===== config.mk =====
export PLATFORM = sky130hd
export DESIGN_NAME = sockit_spi_arb
export DESIGN_NICKNAME = d
export VERILOG_FILES = /design/src/rtl/sockit_spi_pkg.sv /design/src/rtl/sockit_spi_arb_cnt.sv /design/src/rtl/sockit_spi_arb.sv
export SDC_FILE = /design/constraint.sdc
export NUM_CORES = 1
export LEC_CHECK = 0
export BUFFER_PORTS_ARGS = -buffer_cell sky130_fd_sc_hd__buf_2
export CAP_MARGIN = 5
export CORE_AREA = 4 4 117 119
export DETAILED_ROUTE_END_ITERATION = 10
export DIE_AREA = 0 0 121 123
export HOLD_SLACK_MARGIN = 0.08
export SLEW_MARGIN = 40
export SYNTH_ARGS = -nofsm -noshare
export SYNTH_HDL_FRONTEND = slang
export SYNTH_HIERARCHICAL = 1
export SYNTH_SLANG_ARGS = --single-unit

===== constraint.sdc =====
create_clock -name clk -period 9.9 [get_ports clk]
set_input_delay 2.97 -clock clk [delete_from_list [all_inputs] [get_ports clk]]
set_output_delay 2.97 -clock clk [all_outputs]
set_load 0.05 [all_outputs]

===== src/rtl/sockit_spi_pkg.sv =====
// Shared types for the SPI transaction arbiter: owner encoding, FSM states,
// and command-word flag positions (offsets from the command MSB).
package sockit_spi_pkg;

  typedef enum logic [1:0] {
    OWN_NONE = 2'b00,
    OWN_X    = 2'b01,
    OWN_R    = 2'b10
  } own_t;

  typedef enum logic [1:0] {
    IDLE,
    GNT_X,
    GNT_R,
    DRAIN
  } arb_fsm_t;

  // Command word flags, counted down from bit CDW-1.
  localparam int unsigned EOT_OFS = 1;
  localparam int unsigned RDX_OFS = 2;

endpackage


===== src/rtl/sockit_spi_arb_cnt.sv =====
// Saturating up/down counter of outstanding serializer reads, with full/zero
// flags and a look-ahead zero flag for the arbiter's release decision.
module sockit_spi_arb_cnt #(
  parameter int unsigned OCW = 4
)(
  input  logic clk,
  input  logic rst,
  input  logic inc,
  input  logic dec,
  output logic full,
  output logic zero,
  output logic nxt_zero
);

  logic [OCW-1:0] cnt;
  logic [OCW-1:0] cnt_nxt;

  assign full     = &cnt;
  assign zero     = (cnt == '0);
  assign nxt_zero = (cnt_nxt == '0);

  always_comb begin
    cnt_nxt = cnt;
    if (inc && !dec && !full) begin
      cnt_nxt = cnt + 1'b1;
    end else if (dec && !inc && !zero) begin
      cnt_nxt = cnt - 1'b1;
    end
  end

  always_ff @(posedge clk or negedge rst) begin
    if (!rst) begin
      cnt <= '0;
    end else begin
      cnt <= cnt_nxt;
    end
  end

endmodule


===== src/rtl/sockit_spi_arb.sv =====
// Two-requester (XIP / register) arbiter granting whole SPI transactions.
// Define SOCKIT_SPI_ARB_RR_EN for round-robin tie-breaking instead of X-first.
module sockit_spi_arb
  import sockit_spi_pkg::*;
#(
  parameter int unsigned CDW = 32,
  parameter int unsigned DDW = 32,
  parameter int unsigned OCW = 4
)(
  input  logic           clk,
  input  logic           rst,
  input  logic [CDW-1:0] x_scw_dat,
  input  logic           x_scw_vld,
  output logic           x_scw_rdy,
  input  logic [DDW-1:0] x_sdw_dat,
  input  logic           x_sdw_vld,
  output logic           x_sdw_rdy,
  output logic [DDW-1:0] x_sdr_dat,
  output logic           x_sdr_vld,
  input  logic           x_sdr_rdy,
  input  logic [CDW-1:0] r_scw_dat,
  input  logic           r_scw_vld,
  output logic           r_scw_rdy,
  input  logic [DDW-1:0] r_sdw_dat,
  input  logic           r_sdw_vld,
  output logic           r_sdw_rdy,
  output logic [DDW-1:0] r_sdr_dat,
  output logic           r_sdr_vld,
  input  logic           r_sdr_rdy,
  output logic [CDW-1:0] m_scw_dat,
  output logic           m_scw_vld,
  input  logic           m_scw_rdy,
  output logic [DDW-1:0] m_sdw_dat,
  output logic           m_sdw_vld,
  input  logic           m_sdw_rdy,
  input  logic [DDW-1:0] m_sdr_dat,
  input  logic           m_sdr_vld,
  output logic           m_sdr_rdy,
  output logic [1:0]     own
);

  arb_fsm_t state, state_nxt;
  own_t     own_r, own_nxt;

  logic           sel_x, sel_r, route_x, route_r;
  logic [CDW-1:0] c_dat;
  logic           c_vld, c_rdx, c_eot, stall, cmd_xfer;
  logic           inc, dec, full, zero, nxt_zero;
  logic           x_first;

`ifdef SOCKIT_SPI_ARB_RR_EN
  logic ptr;  // 0: X preferred on a tie, 1: R preferred

  assign x_first = x_scw_vld & (~r_scw_vld | ~ptr);

  always_ff @(posedge clk or negedge rst) begin
    if (!rst) begin
      ptr <= 1'b0;
    end else if (state == IDLE && (x_scw_vld || r_scw_vld)) begin
      ptr <= x_first;
    end
  end
`else
  assign x_first = x_scw_vld;
`endif

  assign own = own_r;

  always_comb begin
    sel_x = (state == GNT_X);
    sel_r = (state == GNT_R);

    c_dat = sel_x ? x_scw_dat : (sel_r ? r_scw_dat : '0);
    c_vld = (sel_x & x_scw_vld) | (sel_r & r_scw_vld);
    c_rdx = c_dat[CDW-RDX_OFS];
    c_eot = c_dat[CDW-EOT_OFS];
    stall = c_rdx & full;

    m_scw_dat = c_dat;
    m_scw_vld = c_vld & ~stall;
    x_scw_rdy = sel_x & m_scw_rdy & ~stall;
    r_scw_rdy = sel_r & m_scw_rdy & ~stall;
    cmd_xfer  = m_scw_vld & m_scw_rdy;

    m_sdw_dat = sel_x ? x_sdw_dat : (sel_r ? r_sdw_dat : '0);
    m_sdw_vld = (sel_x & x_sdw_vld) | (sel_r & r_sdw_vld);
    x_sdw_rdy = sel_x & m_sdw_rdy;
    r_sdw_rdy = sel_r & m_sdw_rdy;

    // Reads with nothing outstanding are swallowed, never routed to anyone.
    route_x   = (own_r == OWN_X) & ~zero;
    route_r   = (own_r == OWN_R) & ~zero;
    x_sdr_dat = route_x ? m_sdr_dat : '0;
    r_sdr_dat = route_r ? m_sdr_dat : '0;
    x_sdr_vld = route_x & m_sdr_vld;
    r_sdr_vld = route_r & m_sdr_vld;
    m_sdr_rdy = route_x ? x_sdr_rdy : (route_r ? r_sdr_rdy : rst);

    inc = cmd_xfer & c_rdx;
    dec = m_sdr_vld & m_sdr_rdy & ~zero;
  end

  sockit_spi_arb_cnt #(.OCW(OCW)) u_cnt (
    .clk      (clk),
    .rst      (rst),
    .inc      (inc),
    .dec      (dec),
    .full     (full),
    .zero     (zero),
    .nxt_zero (nxt_zero)
  );

  always_comb begin
    state_nxt = state;
    own_nxt   = own_r;
    case (state)
      IDLE: begin
        if (x_first) begin
          state_nxt = GNT_X;
          own_nxt   = OWN_X;
        end else if (r_scw_vld) begin
          state_nxt = GNT_R;
          own_nxt   = OWN_R;
        end
      end
      GNT_X, GNT_R: begin
        if (cmd_xfer && c_eot) begin
          if (nxt_zero) begin
            state_nxt = IDLE;
            own_nxt   = OWN_NONE;
          end else begin
            state_nxt = DRAIN;
          end
        end
      end
      DRAIN: begin
        if (nxt_zero) begin
          state_nxt = IDLE;
          own_nxt   = OWN_NONE;
        end
      end
      default: begin
        state_nxt = IDLE;
        own_nxt   = OWN_NONE;
      end
    endcase
  end

  always_ff @(posedge clk or negedge rst) begin
    if (!rst) begin
      state <= IDLE;
      own_r <= OWN_NONE;
    end else begin
      state <= state_nxt;
      own_r <= own_nxt;
    end
  end

endmodule


# Word level (Yosys, flattened, before mapping)
# Index checks and enable logic that the tools add are counted.
dict set report totals {
  register_bits 8
  inputBits 171
  output_inout_bits 139
  elab_cells 72
}
dict set report op_classes {
  addsub 2
  eq_ne 8
  mux 19
  bitwise_logic 24
  reduce_logical 16
}
# op n
set ops {}
lappend ops {{32-bit two-way mux} 6}
lappend ops {{1-bit AND} 20}
lappend ops {{2-bit two-way mux} 7}
lappend ops {{2-bit case mux with 3 select lines} 2}
lappend ops {{4-bit zero test} 2}
lappend ops {{4-bit two-way mux} 2}
lappend ops {{2-bit == test (second input constant)} 3}
lappend ops {{1-bit logical AND} 5}
lappend ops {{4-bit by 1-bit adder with 4-bit output (second input constant)} 1}
lappend ops {{2-bit by 1-bit == test with 1-bit output (second input constant)} 2}
lappend ops {{1-bit zero test} 4}
lappend ops {{2-bit inequality test (second input constant)} 2}
lappend ops {{4-bit AND reduction} 1}
lappend ops {{4-bit by 1-bit subtractor with 4-bit output (second input constant)} 1}
lappend ops {{3-bit inequality test (second input constant)} 1}
lappend ops {{3-bit AND reduction} 1}
lappend ops {{2-bit zero test} 1}
lappend ops {{1-bit two-way mux} 2}
lappend ops {{1-bit inverter} 2}
lappend ops {{1-bit OR} 2}
lappend ops {{2-bit AND reduction} 1}
lappend ops {{2-bit OR reduction} 1}

# Logic depth before layout (Yosys ltp)
dict set report logic_depth {
  word_depth 17
  depth_mapped 15
  ltp_nobuf 15
}

# Hierarchy
# The synthesis kept the hierarchy.
# mod n_inst cells_per_inst area_each_um2 seq_area_each_um2
set modules_own_cells {}
lappend modules_own_cells {sockit_spi_arb 1 329 1747.9 100.1}
lappend modules_own_cells {sockit_spi_arb_cnt 1 33 320.3 100.1}

# Worst setup path before layout
# OpenSTA, ideal clock, no wires.
dict set report synth_timing {
  kind {input to output}
  from {in x_scw_dat[30]}
  to {out m_scw_vld}
  arrival_time_ns 4.262
  required_ns 6.930
  slack_ns 2.668
  path_stages 2
  path_buffers 0
  cell_sequence {and3_1 -> nor3_1}
}
dict set report synth_between {
  elab_chain_len 4
}
# item line_no
set synth_lines {}
lappend synth_lines {{from (decl)} sockit_spi_arb.sv:12} ;# input logic [CDW-1:0] x_scw_dat,
lappend synth_lines {{32-bit two-way mux} sockit_spi_arb.sv:73} ;# c_dat = sel_x ? x_scw_dat : (sel_r ? r_scw_dat : '0);
lappend synth_lines {{1-bit AND} sockit_spi_arb.sv:77} ;# stall = c_rdx & full;
lappend synth_lines {{1-bit inverter} sockit_spi_arb.sv:80} ;# m_scw_vld = c_vld & ~stall;
lappend synth_lines {{1-bit AND} sockit_spi_arb.sv:80}
lappend synth_lines {{to (decl)} sockit_spi_arb.sv:31} ;# output logic m_scw_vld,
# No other way between the ends.

# Worst setup path after layout
dict set report layout_timing {
  from {in x_scw_dat[30]}
  to {out x_scw_rdy}
}
dict set report layout_between {
  elab_chain_len 4
}
# item line_no
set layout_lines {}
lappend layout_lines {{32-bit two-way mux} sockit_spi_arb.sv:73}
lappend layout_lines {{1-bit AND} sockit_spi_arb.sv:77}
lappend layout_lines {{1-bit inverter} sockit_spi_arb.sv:81} ;# x_scw_rdy = sel_x & m_scw_rdy & ~stall;
lappend layout_lines {{1-bit AND} sockit_spi_arb.sv:81}
lappend layout_lines {{to (decl)} sockit_spi_arb.sv:14} ;# output logic x_scw_rdy,
# No other way between the ends.

==> flow_summary.json <==
{
  "switching_power_uw": 1150,
  "hp-class": "reg2reg",
  "drv_cap": 0,
  "finalWirelength_um": 11500,
  "cts-root-buf": "clkbuf_16",
  "switching_share_pct": 72.8,
  "post-route-period-util_pct": 69.8,
  "fin_crit_ns": 6.91,
  "drtIter0Drc": 158,
  "die_area_sq_um": 14900,
  "vias": 3403,
  "initial_core_util_pct": 16.5,
  "cts_resized": 0,
  "path_class": "in2out",
  "yosys_warnings": 6,
  "post_cts_buffers": 0,
  "hold_viol_final": 0,
  "layout_common_cells": "buf_2 (309), nand2_1 (132), and2_1 (69)",
  "syn_avg_cell_area_sq_um": 5.71,
  "antenna_found_initial": 1,
  "fin_nets": 832,
  "crit_fanout": 3,
  "syn_area_sq_um": 2070,
  "dpl-instance-area_sq_um": 3780,
  "rows": 41,
  "grt_pass1_wl_um": 15700,
  "intPower_uw": 432,
  "cp.required_ns": 6.93,
  "numClockSinks": 8,
  "multi_input_area_sq_um": 1760,
  "holdBufCountCts": 0,
  "cp_top_family": "simple AND/OR/NAND/NOR gates",
  "syn_to_final_growth_pct": 86.6,
  "place_hpwl_um": 9790,
  "cts.clk_slew.worst_paths_ns": 0.04,
  "worst_ep_arrival_time_ns": 3.94,
  "cts_buffers": 3,
  "tightest_slew_ns": 0.646,
  "fmax_ghz": 0.145,
  "yosysUniqueCellTypes": 40,
  "portBuffers": 309,
  "worst_setup_path_end_kind": "output port",
  "postRouteAntennaNets": 0,
  "setup_violations": 0,
  "drt-vias-per-instance": 4.13,
  "syn_inst": 362,
  "fillers": 1397,
  "wire_per_inst_um": 13.9,
  "ys_async_sr_fraction_pct": 100,
  "synth_flop_cell": "dfrtp_1",
  "fp.dieH_um": 123,
  "dr.pass1.iters": 4,
  "synth_area_leaders": "nand2_1 (24%), and2_1 (21%), o21ai_0 (15%)",
  "worstSetupStartpointType": "primary input",
  "slew_viol_final": 0,
  "p_per_area_nw_per_um2": 411,
  "path_cells": "buf_2 > and3_1 > nor2_1 > and3_1 > buf_2",
  "gp_congestion": 0.878,
  "drc": 0,
  "finalSetupTns_ns": 0,
  "p_clk_share_pct": 4.3,
  "cts_tree": "yes",
  "dieWidth_um": 121,
  "design_area_sq_um": 3860,
  "run_status": "complete, no violations",
  "grt_pass1_vias": 3074,
  "synth_seq_cells": 8,
  "peakVddDrop_mv": 0.134,
  "final_common_cell": "buf_2",
  "core-area_sq_um": 12600,
  "crit_slowest_cell": "buf_2",
  "p_leak_uw": 0.00224,
  "grt.total_usage_pct": 13.2,
  "yosysTopAreaCell": "nand2_1",
  "register_area_sq_um": 200,
  "grt_max_degree": 113,
  "grt-ovfl-total": 0,
  "worst_clock_skew_ns": 0.00282,
  "rsz0062_at_grt": "no",
  "insertion_delay_ns": 0.23,
  "path_buf_inv": 2,
  "power_frac_seq_pct": 4.5,
  "layout-drive-gt1-share_pct": 50.7,
  "max-slew-margin-rel_pct": 56.9,
  "slowest_delay_ns": 0.26,
  "cts.path.max_buffers": 2,
  "htreeDepth": 1,
  "synth_nets": 541,
  "synth_top_area_share_pct": 24.0,
  "ios": 310,
  "power_frac_comb_pct": 91.3,
  "ys_seq_area_share_pct": 9.68,
  "synth_edf_count": 0
}
## routing by layer
| layer | routed length, um | vias to the layer above | GRT usage (%) |
|---|---|---|---|
| met5 | 0 | - | 0 |
| met4 | 137 | 0 | 2.69 |
| met3 | 929 | 9 | 1.97 |
| met2 | 6100 | 170 | 25.5 |
| met1 | 4330 | 1462 | 15.3 |
| li1 | - | 1762 | - |
## power groups by stage
stage          registers [uW]  logic, uW  clock network (uW)
3_5_place_dp             70.7       1460                   0
6_report                 70.5       1450                67.9
2_1_floorplan            78.8       1110                   0
5_1_grt                  74.3       1540                70.8
3_3_place_gp             70.3       1450                   0
4_1_cts                  70.6       1460                69.8
## Yosys cell counts (all sizes together) (2+ instances only)
library cell,n
nand2,132
and2,69
o21ai,65
clkbuf,24
dfrtp,8
ha,8
inv,7
and3,5
nor2,4
buf,3
mux2i,3
nor3b,3
o211ai,3
a22oi,2
a32o,2
nand2b,2
nand3,2
nor2b,2
nor3,2
nor4,2
## path summary, 6_finish.rpt
kind | from | endpoint | slack [ns] | depth (start not counted)
max in group asynchronous | rst | u_cnt/cnt[0] | 7.13 | 1
min in group asynchronous | rst | own[0] | 2.59 | 1
worst max-delay path | x_scw_dat[30] | x_scw_rdy | 2.99 | 5
worst min-delay path | own[0] | own[0] | 0.56 | 1
worst min register to register | own[0] | own[0] | 0.56 | 1
worst max register to register | u_cnt/cnt[0] | state[0] | 6.33 | 15
## stage by stage
| step | cells | hold slack (ns) | total power [uW] | util, % | setup WS [ns] |
|---|---|---|---|---|---|
| 2_1_floorplan | 362 | 0.543 | 1180 | - | 2.67 |
| 3_3_place_gp | 820 | 0.551 | 1520 | 30.1 | 2.99 |
| 3_5_place_dp | 820 | 0.550 | 1530 | 30.1 | 2.99 |
| 4_1_cts | 823 | 0.575 | 1600 | 30.7 | 2.99 |
| 5_1_grt | 824 | 0.609 | 1680 | 30.7 | 2.93 |
| 6_report | 824 | 0.565 | 1580 | 30.7 | 2.99 |
## layout make-up
class | count | area share (%)
inverters | 7 | 0.681
repair buffers | 313 | 41.0
clock buffers | 3 | 1.95
multi-input cells | 320 | 45.6
well taps | 172 | 5.58
diodes | 1 | 0.0649
flip-flops and latches | 8 | 5.19
## logic make-up (layout without fill, tap and decap cells)
logic type      count (synthesis)  in the layout  share of synthesized area [%]
compound gates                 78             78                           21.5
xor+xnor                        2              2                          0.847
fa+ha+maj                       8              8                           4.84
buf+inv                        34            323                           6.23
flops                           8              8                           9.68
mux                             3              3                           1.45
other cells                     0              1                              0
simple gates                  229            229                           55.4
## registers in the layout (all words and copies together) (netlist names)
name / count
u_cnt/cnt: 4
own: 2
state: 2
Note: power is estimated with default switching activity, not from simulation.
